### config.mk
export PLATFORM = sky130hd
export DESIGN_NAME = regfile_wb_arbiter_flat
export DESIGN_NICKNAME = d
export VERILOG_FILES = /design/src/rtl/regfile_wb_arbiter_pkg.sv /design/src/rtl/regfile_wb_arbiter_if.sv /design/src/rtl/regfile_wb_arbiter_wb_result_fifo.sv /design/src/rtl/regfile_wb_arbiter.sv /design/src/flat_wrapper.sv
export SDC_FILE = /design/constraint.sdc
export NUM_CORES = 1
export LEC_CHECK = 0
export BUFFER_PORTS_ARGS = -buffer_cell sky130_fd_sc_hd__buf_2
export CAP_MARGIN = 20
export CORE_ASPECT_RATIO = 1.25
export CORE_MARGIN = 5
export CORE_UTILIZATION = 57
export CTS_CLUSTER_DIAMETER = 150
export DETAILED_ROUTE_END_ITERATION = 6
export PLACE_DENSITY_LB_ADDON = 0.05
export SETUP_SLACK_MARGIN = 0.3
export SYNTH_ARGS = -nofsm -noshare
export SYNTH_HDL_FRONTEND = slang
export SYNTH_SLANG_ARGS = --single-unit
### constraint.sdc
create_clock -name clk_i -period 2.9 [get_ports clk_i]
set_clock_uncertainty 0.1 [all_clocks]
set_input_delay 0.145 -clock clk_i [delete_from_list [all_inputs] [get_ports clk_i]]
set_output_delay 0.145 -clock clk_i [all_outputs]
set_load 0.02 [all_outputs]
### src/rtl/regfile_wb_arbiter_pkg.sv
// Shared types for the register-file write-port arbiter: address/data widths,
// MDU result buffer entry layout and the grant-source encoding.
package regfile_wb_arbiter_pkg;

    localparam int REG_ADDR_W = 5;
    localparam int XLEN       = 32;

    typedef struct packed {
        logic                  valid;
        logic                  killed;
        logic [REG_ADDR_W-1:0] rd;
        logic [XLEN-1:0]       data;
    } fifo_entry_t;

    typedef enum logic [1:0] {
        GNT_IDLE,
        GNT_PIPE,
        GNT_FIFO,
        GNT_FORCE
    } gnt_src_e;

endpackage

### src/rtl/regfile_wb_arbiter_if.sv
// Bundle of WB-stage, MDU, issue-stage and register-file write signals seen by
// the write-port arbiter. The arbiter uses the slave modport.
interface regfile_wb_arbiter_if;
    import regfile_wb_arbiter_pkg::*;

    logic                  pipe_we_i;
    logic [REG_ADDR_W-1:0] pipe_rd_i;
    logic [XLEN-1:0]       pipe_data_i;
    logic                  pipe_stall_o;
    logic                  mdu_valid_i;
    logic [REG_ADDR_W-1:0] mdu_rd_i;
    logic [XLEN-1:0]       mdu_data_i;
    logic                  mdu_ready_o;
    logic [REG_ADDR_W-1:0] rs1_label_i;
    logic [REG_ADDR_W-1:0] rs2_label_i;
    logic                  hazard_o;
    logic                  rf_we_o;
    logic [REG_ADDR_W-1:0] rf_rd_o;
    logic [XLEN-1:0]       rf_data_o;

    modport slave (
        input  pipe_we_i, pipe_rd_i, pipe_data_i,
        input  mdu_valid_i, mdu_rd_i, mdu_data_i,
        input  rs1_label_i, rs2_label_i,
        output pipe_stall_o, mdu_ready_o, hazard_o,
        output rf_we_o, rf_rd_o, rf_data_o
    );

    modport master (
        output pipe_we_i, pipe_rd_i, pipe_data_i,
        output mdu_valid_i, mdu_rd_i, mdu_data_i,
        output rs1_label_i, rs2_label_i,
        input  pipe_stall_o, mdu_ready_o, hazard_o,
        input  rf_we_o, rf_rd_o, rf_data_o
    );

endinterface

### src/rtl/regfile_wb_arbiter_wb_result_fifo.sv
// MDU result buffer: in-order FIFO with per-entry kill-by-rd (WAW squash)
// and a source-register match output used for RAW hazard detection.
module wb_result_fifo
    import regfile_wb_arbiter_pkg::*;
#(
    parameter int DEPTH = 2
) (
    input  logic                  clk_i,
    input  logic                  rst_i,
    input  logic                  push_i,
    input  logic [REG_ADDR_W-1:0] push_rd_i,
    input  logic [XLEN-1:0]       push_data_i,
    input  logic                  pop_i,
    input  logic                  kill_i,
    input  logic [REG_ADDR_W-1:0] kill_rd_i,
    input  logic [REG_ADDR_W-1:0] rs1_label_i,
    input  logic [REG_ADDR_W-1:0] rs2_label_i,
    output fifo_entry_t           head_o,
    output logic                  empty_o,
    output logic                  full_o,
    output logic                  match_o
);

    localparam int AW = $clog2(DEPTH);

    fifo_entry_t     mem_q [DEPTH];
    fifo_entry_t     mem_d [DEPTH];
    logic [AW:0]     wr_ptr_q, wr_ptr_d;
    logic [AW:0]     rd_ptr_q, rd_ptr_d;

    assign empty_o = (wr_ptr_q == rd_ptr_q);
    assign full_o  = (wr_ptr_q[AW] != rd_ptr_q[AW]) &&
                     (wr_ptr_q[AW-1:0] == rd_ptr_q[AW-1:0]);
    assign head_o  = mem_q[rd_ptr_q[AW-1:0]];

    always_comb begin
        mem_d    = mem_q;
        wr_ptr_d = wr_ptr_q;
        rd_ptr_d = rd_ptr_q;
        // A newer pipeline write to the same rd makes buffered values obsolete.
        if (kill_i) begin
            for (int i = 0; i < DEPTH; i++) begin
                if (mem_q[i].valid && (mem_q[i].rd == kill_rd_i)) begin
                    mem_d[i].killed = 1'b1;
                end
            end
        end
        if (pop_i && !empty_o) begin
            mem_d[rd_ptr_q[AW-1:0]].valid  = 1'b0;
            mem_d[rd_ptr_q[AW-1:0]].killed = 1'b0;
            rd_ptr_d = rd_ptr_q + (AW+1)'(1);
        end
        if (push_i && !full_o) begin
            mem_d[wr_ptr_q[AW-1:0]].valid  = 1'b1;
            mem_d[wr_ptr_q[AW-1:0]].killed = 1'b0;
            mem_d[wr_ptr_q[AW-1:0]].rd     = push_rd_i;
            mem_d[wr_ptr_q[AW-1:0]].data   = push_data_i;
            wr_ptr_d = wr_ptr_q + (AW+1)'(1);
        end
    end

    always_comb begin
        match_o = 1'b0;
        for (int i = 0; i < DEPTH; i++) begin
            if (mem_q[i].valid && !mem_q[i].killed && (mem_q[i].rd != '0) &&
                ((mem_q[i].rd == rs1_label_i) || (mem_q[i].rd == rs2_label_i))) begin
                match_o = 1'b1;
            end
        end
    end

    always_ff @(posedge clk_i or posedge rst_i) begin
        if (rst_i) begin
            for (int i = 0; i < DEPTH; i++) begin
                mem_q[i].valid  <= 1'b0;
                mem_q[i].killed <= 1'b0;
            end
            wr_ptr_q <= '0;
            rd_ptr_q <= '0;
        end else begin
            mem_q    <= mem_d;
            wr_ptr_q <= wr_ptr_d;
            rd_ptr_q <= rd_ptr_d;
        end
    end

endmodule

### src/rtl/regfile_wb_arbiter.sv
// Register-file write-port arbiter between the WB stage and the buffered MDU.
// Optional same-cycle MDU bypass when idle: define REGFILE_ARB_MDU_BYPASS_EN.
module regfile_wb_arbiter
    import regfile_wb_arbiter_pkg::*;
#(
    parameter int FIFO_DEPTH   = 2,
    parameter int STARVE_LIMIT = 4
) (
    input  logic                 clk_i,
    input  logic                 rst_i,
    regfile_wb_arbiter_if.slave  bus
);

    localparam int             SW         = $clog2(STARVE_LIMIT + 1);
    localparam logic [SW-1:0]  STARVE_MAX = SW'(STARVE_LIMIT);

    fifo_entry_t           head;
    logic                  fifo_empty;
    logic                  fifo_full;
    logic                  fifo_match;
    logic                  pipe_req;
    logic                  head_live;
    logic                  head_killed;
    logic                  mdu_ready;
    logic                  byp;
    logic                  push;
    logic                  pop;
    logic                  kill;
    gnt_src_e              gnt;
    logic                  rf_we;
    logic [REG_ADDR_W-1:0] rf_rd;
    logic [XLEN-1:0]       rf_data;
    logic [SW-1:0]         starve_q, starve_d;

    assign pipe_req    = bus.pipe_we_i && (bus.pipe_rd_i != '0) && !rst_i;
    assign head_live   = !fifo_empty && head.valid && !head.killed;
    assign head_killed = !fifo_empty && head.killed;
    assign mdu_ready   = !fifo_full && !rst_i;

`ifdef REGFILE_ARB_MDU_BYPASS_EN
    assign byp = fifo_empty && !pipe_req && bus.mdu_valid_i &&
                 (bus.mdu_rd_i != '0) && !rst_i;
`else
    assign byp = 1'b0;
`endif

    // rd == 0 results are acknowledged but never stored.
    assign push = bus.mdu_valid_i && mdu_ready && (bus.mdu_rd_i != '0) && !byp;
    assign pop  = head_killed || (gnt == GNT_FIFO) || (gnt == GNT_FORCE);
    assign kill = (gnt == GNT_PIPE);

    always_comb begin
        gnt = GNT_IDLE;
        if (head_live && (starve_q == STARVE_MAX)) begin
            gnt = GNT_FORCE;
        end else if (pipe_req) begin
            gnt = GNT_PIPE;
        end else if (head_live) begin
            gnt = GNT_FIFO;
        end
    end

    always_comb begin
        rf_we   = 1'b0;
        rf_rd   = '0;
        rf_data = '0;
        unique case (gnt)
            GNT_PIPE: begin
                rf_we   = 1'b1;
                rf_rd   = bus.pipe_rd_i;
                rf_data = bus.pipe_data_i;
            end
            GNT_FIFO, GNT_FORCE: begin
                rf_we   = 1'b1;
                rf_rd   = head.rd;
                rf_data = head.data;
            end
            default: begin
                if (byp) begin
                    rf_we   = 1'b1;
                    rf_rd   = bus.mdu_rd_i;
                    rf_data = bus.mdu_data_i;
                end
            end
        endcase
    end

    // Counts cycles the live head has lost arbitration; any pop restarts it.
    always_comb begin
        starve_d = starve_q;
        if (fifo_empty || pop) begin
            starve_d = '0;
        end else if (head_live && (starve_q != STARVE_MAX)) begin
            starve_d = starve_q + SW'(1);
        end
    end

    always_ff @(posedge clk_i or posedge rst_i) begin
        if (rst_i) begin
            starve_q <= '0;
        end else begin
            starve_q <= starve_d;
        end
    end

    wb_result_fifo #(
        .DEPTH (FIFO_DEPTH)
    ) u_fifo (
        .clk_i       (clk_i),
        .rst_i       (rst_i),
        .push_i      (push),
        .push_rd_i   (bus.mdu_rd_i),
        .push_data_i (bus.mdu_data_i),
        .pop_i       (pop),
        .kill_i      (kill),
        .kill_rd_i   (bus.pipe_rd_i),
        .rs1_label_i (bus.rs1_label_i),
        .rs2_label_i (bus.rs2_label_i),
        .head_o      (head),
        .empty_o     (fifo_empty),
        .full_o      (fifo_full),
        .match_o     (fifo_match)
    );

    assign bus.pipe_stall_o = (gnt == GNT_FORCE);
    assign bus.mdu_ready_o  = mdu_ready;
    assign bus.hazard_o     = fifo_match;
    assign bus.rf_we_o      = rf_we;
    assign bus.rf_rd_o      = rf_rd;
    assign bus.rf_data_o    = rf_data;

endmodule

### src/flat_wrapper.sv
// flat-port wrapper written by rule: the top's interface ports become plain ports
module regfile_wb_arbiter_flat import regfile_wb_arbiter_pkg::*;
#(
    parameter int FIFO_DEPTH   = 2,
    parameter int STARVE_LIMIT = 4
)
  (clk_i, rst_i, bus_pipe_we_i, bus_pipe_rd_i, bus_pipe_data_i, bus_mdu_valid_i, bus_mdu_rd_i, bus_mdu_data_i, bus_rs1_label_i, bus_rs2_label_i, bus_pipe_stall_o, bus_mdu_ready_o, bus_hazard_o, bus_rf_we_o, bus_rf_rd_o, bus_rf_data_o);
  regfile_wb_arbiter_if bus_i ();
  input  logic clk_i;
  input  logic rst_i;
  input wire logic [$bits(bus_i.pipe_we_i)-1:0] bus_pipe_we_i;
  input wire logic [$bits(bus_i.pipe_rd_i)-1:0] bus_pipe_rd_i;
  input wire logic [$bits(bus_i.pipe_data_i)-1:0] bus_pipe_data_i;
  input wire logic [$bits(bus_i.mdu_valid_i)-1:0] bus_mdu_valid_i;
  input wire logic [$bits(bus_i.mdu_rd_i)-1:0] bus_mdu_rd_i;
  input wire logic [$bits(bus_i.mdu_data_i)-1:0] bus_mdu_data_i;
  input wire logic [$bits(bus_i.rs1_label_i)-1:0] bus_rs1_label_i;
  input wire logic [$bits(bus_i.rs2_label_i)-1:0] bus_rs2_label_i;
  output wire logic [$bits(bus_i.pipe_stall_o)-1:0] bus_pipe_stall_o;
  output wire logic [$bits(bus_i.mdu_ready_o)-1:0] bus_mdu_ready_o;
  output wire logic [$bits(bus_i.hazard_o)-1:0] bus_hazard_o;
  output wire logic [$bits(bus_i.rf_we_o)-1:0] bus_rf_we_o;
  output wire logic [$bits(bus_i.rf_rd_o)-1:0] bus_rf_rd_o;
  output wire logic [$bits(bus_i.rf_data_o)-1:0] bus_rf_data_o;
  assign bus_i.pipe_we_i = bus_pipe_we_i;
  assign bus_i.pipe_rd_i = bus_pipe_rd_i;
  assign bus_i.pipe_data_i = bus_pipe_data_i;
  assign bus_i.mdu_valid_i = bus_mdu_valid_i;
  assign bus_i.mdu_rd_i = bus_mdu_rd_i;
  assign bus_i.mdu_data_i = bus_mdu_data_i;
  assign bus_i.rs1_label_i = bus_rs1_label_i;
  assign bus_i.rs2_label_i = bus_rs2_label_i;
  assign bus_pipe_stall_o = bus_i.pipe_stall_o;
  assign bus_mdu_ready_o = bus_i.mdu_ready_o;
  assign bus_hazard_o = bus_i.hazard_o;
  assign bus_rf_we_o = bus_i.rf_we_o;
  assign bus_rf_rd_o = bus_i.rf_rd_o;
  assign bus_rf_data_o = bus_i.rf_data_o;
  regfile_wb_arbiter #(.FIFO_DEPTH(FIFO_DEPTH), .STARVE_LIMIT(STARVE_LIMIT)) u_core (.clk_i(clk_i), .rst_i(rst_i), .bus(bus_i));
endmodule
==> run_results.csv <==
group,metric,value,unit
run_status,status,"complete, no violations",
timing,rsz0062_at_grt,"false",
worst_setup_path,crit_type,"flip-flop to output pin",
clocking,clk_latency,360,ps
detailed_routing,drt-initial-drc-count,169,
die,start_util,59.0,%
worst_setup_path,critPathMaxStageDelay,370,ps
detailed_routing,routed_wl,10700,um
power,power_switching,1.83,mW
clocking,cts_num_sinks,85,
logic_synthesis,synthCells,376,
cells_and_area,finalNetCount,628,
power,max-vdd-ir-drop,0.000636,V
timing,period_needed,2490,ps
detailed_routing,dr.pass1.iters,4,
power,power.density,786,nW/um^2
worst_setup_path,worstPathCellList,"inv_1 > ha_1 > and2_2 > o221ai_2 > and2_1 > buf_4 > o2bb2ai_1 > buf_2",
logic_synthesis,ys_ff_latch,85,
timing,fin_crit_sh,85.7,%
worst_setup_path,cp.required,2650,ps
logic_synthesis,yosysUniqueCellTypes,41,
hold_path,min_path_cells,4,
worst_setup_path,end_kind,"output pin",
cells_and_area,diodes,0,
timing,slew_headroom,67.5,%
place,portBuffers,128,
logic_synthesis,syn_nets,466,
power,p_leak,2.57,nW
worst_setup_path,r2r_cells,5,
logic_synthesis,synth.avg_cell_area,12.4,sq um
hold_path,min_from,"bus_mdu_valid_i",
global_route,grt_pass1_wl,17100,um
worst_setup_path,r2r-end,"u_core.u_fifo.mem_q[40]",
clocking,cts_tree,"built",
die,die_h,111,um
die,die_w,90.8,um
hold_path,min_to,"u_core.u_fifo.wr_ptr_q[0]",
clocking,cts_root_buf,"clkbuf_8",
die,rows,36,
clocking,clk_path_buf_depth,2,
detailed_routing,via_count,3460,
die,die-area,10100,sq um
place,dp_cells,581,
die,num_io_pins,129,
cells_and_area,layout-drive-gt1-share,31.1,%
power,internal_power,2.87,mW
detailed_routing,wl_per_cell,16.7,um
timing,tightest_slew,487,ps
timing,max_freq,0.402,GHz
detailed_routing,antenna_left,0,
place,hpwl,6980,um
power,p_seq_share,37.2,%
power,finalPower,4.69,mW
cells_and_area,syn_to_final_growth,28.4,%
worst_setup_path,arrival,2240,ps
hold_path,hold_path.class,"input port to flip-flop",
worst_setup_path,path_buf_inv,3,
cells_and_area,final_cell_count_no_fill,638,
worst_setup_path,path_delay_family,"buffers and inverters",
global_route,grt_pass1_vias,3671,
timing,slew_violations,0,
logic_synthesis,ys_seq_area_share,53.7,%
cells_and_area,layout_commonest_cell,"buf_2",
global_route,grt_antenna_before_repair,0,
detailed_routing,viasPerCell,5.42,
detailed_routing,drc_errors,0,
worst_setup_path,reg2reg_from,"u_core.u_fifo.rd_ptr_q[1]",
logic_synthesis,yosysWarnings,0,
timing,setup_tns,0,ps
place,gp_congestion,0.886,
power,clkPwrFrac,17.0,%
cells_and_area,utilization,75.7,%
clocking,cts-buffers-inserted,9,
timing,finalHoldViolCount,0,
die,coreArea,7880,sq um
logic_synthesis,syn_area,4650,sq um
clocking,cts_max_level,3,
global_route,grt_remaining_overflow,0,
global_route,track_usage,21.2,%
power,combPwrFrac,45.8,%
worst_setup_path,r2r_setup_slack,840,ps
worst_setup_path,crit_path_start_kind,"flip-flop",
worst_setup_path,critical_path_peak_fanout,20,
worst_setup_path,cp_slowest_cell,"dfrtp_1",
flow_run,drv_cap,0,
cells_and_area,final_cell_mix,"buf_2 (128), and2_1 (75), edfxtp_1 (74)",
global_route,grt_max_degree,78,
power,swShare,38.9,%
timing,setup_violations,0,
clocking,path_clk_slew,80,ps
==> worst max path at each step <==
| stage | from | endpoint | slack [ps] | depth (start not counted) |
|---|---|---|---|---|
| CTS | u_core.starve_q[0] | bus_rf_data_o[11] | 320 | 7 |
| global route | u_core.u_fifo.mem_q[37] | bus_rf_data_o[20] | 300 | 6 |
| floorplan | u_core.u_fifo.rd_ptr_q[0] | bus_rf_data_o[10] | 980 | 7 |
| global placement | u_core.starve_q[0] | bus_rf_data_o[3] | 810 | 7 |
| finish | u_core.starve_q[0] | bus_rf_data_o[11] | 410 | 8 |
| detailed placement | u_core.starve_q[0] | bus_rf_data_o[11] | 730 | 7 |
==> synth_stat cells, drive strengths merged <==
library cell  count  area (sq um)
a21oi             4          20.0
o21ai             3          18.8
xnor2             2          17.5
a41oi             2          17.5
ha                2          25.0
a211oi            1          7.51
o2bb2ai          37           324
a21o              2          15.0
or2               2          12.5
dfrtp            11           275
o221ai            3          32.5
nand2b            2          12.5
or4               1          7.51
a22oi             2          15.0
buf              15           116
clkbuf           11          45.0
a31o              1          8.76
o21bai            2          15.0
nor4              3          25.0
edfxtp           74          2220
inv              10          37.5
nor3             10          70.1
and3b             1          8.76
nand2             5          18.8
nand3             1          5.00
nor2             13          48.8
xor2             35           307
mux2i            38           380
and2             76           475
o211ai            3          27.5
o22ai             1          6.26
a211o             2          17.5
nor3b             1          12.5
==> cell families (layout without fill, tap and decap cells) <==
| family | count (synthesis) | after routing | synth area share [%] |
|---|---|---|---|
| multiplexers | 38 | 38 | 8.18 |
| adder cells (fa/ha/maj) | 2 | 2 | 0.538 |
| flip-flops | 85 | 85 | 53.7 |
| AO/OA/AOI/OAI | 63 | 63 | 11.3 |
| AND/OR/NAND/NOR | 115 | 115 | 15.0 |
| XOR/XNOR | 37 | 37 | 6.97 |
| buffers and inverters | 36 | 203 | 4.28 |
==> through the flow <==
stage          cell area (sq um)  hold WS, ps  setup slack, ps
6_report                    5970         98.2              415
5_1_grt                     5970          111              302
4_1_cts                     5920         81.1              323
3_5_place_dp                5350         91.0              729
3_3_place_gp                5350         90.5              812
2_1_floorplan               4650         -103              979
==> worst reg2reg max path, stage by stage, from the launching register on <==
cell and delay (ps):
dfrtp_1 440, xor2_2 230, a21o_1 280, nor3_4 190, buf_4 440, and2_1 250
==> power groups by stage <==
stage / combinational (mW) / sequential (mW) / clock (mW)
6_report: 2.15 / 1.74 / 0.800
5_1_grt: 2.33 / 1.77 / 0.867
4_1_cts: 2.07 / 1.73 / 0.823
3_5_place_dp: 2.02 / 1.76 / 0
3_3_place_gp: 1.99 / 1.75 / 0
2_1_floorplan: 1.50 / 1.70 / 0
==> sequential cells by signal, indices dropped and copies added (netlist names) <==
register,flops
u_core.u_fifo.mem_q,78
u_core.u_fifo.rd_ptr_q,2
u_core.u_fifo.wr_ptr_q,2
u_core.starve_q,3
==> area by class of cell <==
cell class	instances	area, sq um
inverter	10	37.5
sequential	85	2500
fill	532	1910
clock buffer	9	124
tap	95	119
timing repair buffer	177	1140
clock inverter	7	66.3
multi-input combinational	255	1980
==> metal layers <==
metal	vias up	global-route usage, %	share of wire, %
met5	-	0	0
met4	0	8.71	2.3
met3	20	5.77	5.7
met2	110	37.2	52
met1	1641	24.0	40
li1	1689	-	-
==> what timing repair did <==
| item | in CTS | in global routing |
|---|---|---|
| hold endpoints to repair | 85 | 0 |
| hold buffers | 38 | 0 |
| resized for setup | 0 | 2 |
| pin swaps | 1 | 1 |
| buffers inserted | 0 | 3 |
| endpoints found under the setup margin | 1 | 37 |
| cloned | 0 | 0 |
No activity file was read; power rests on OpenSTA's default activity.
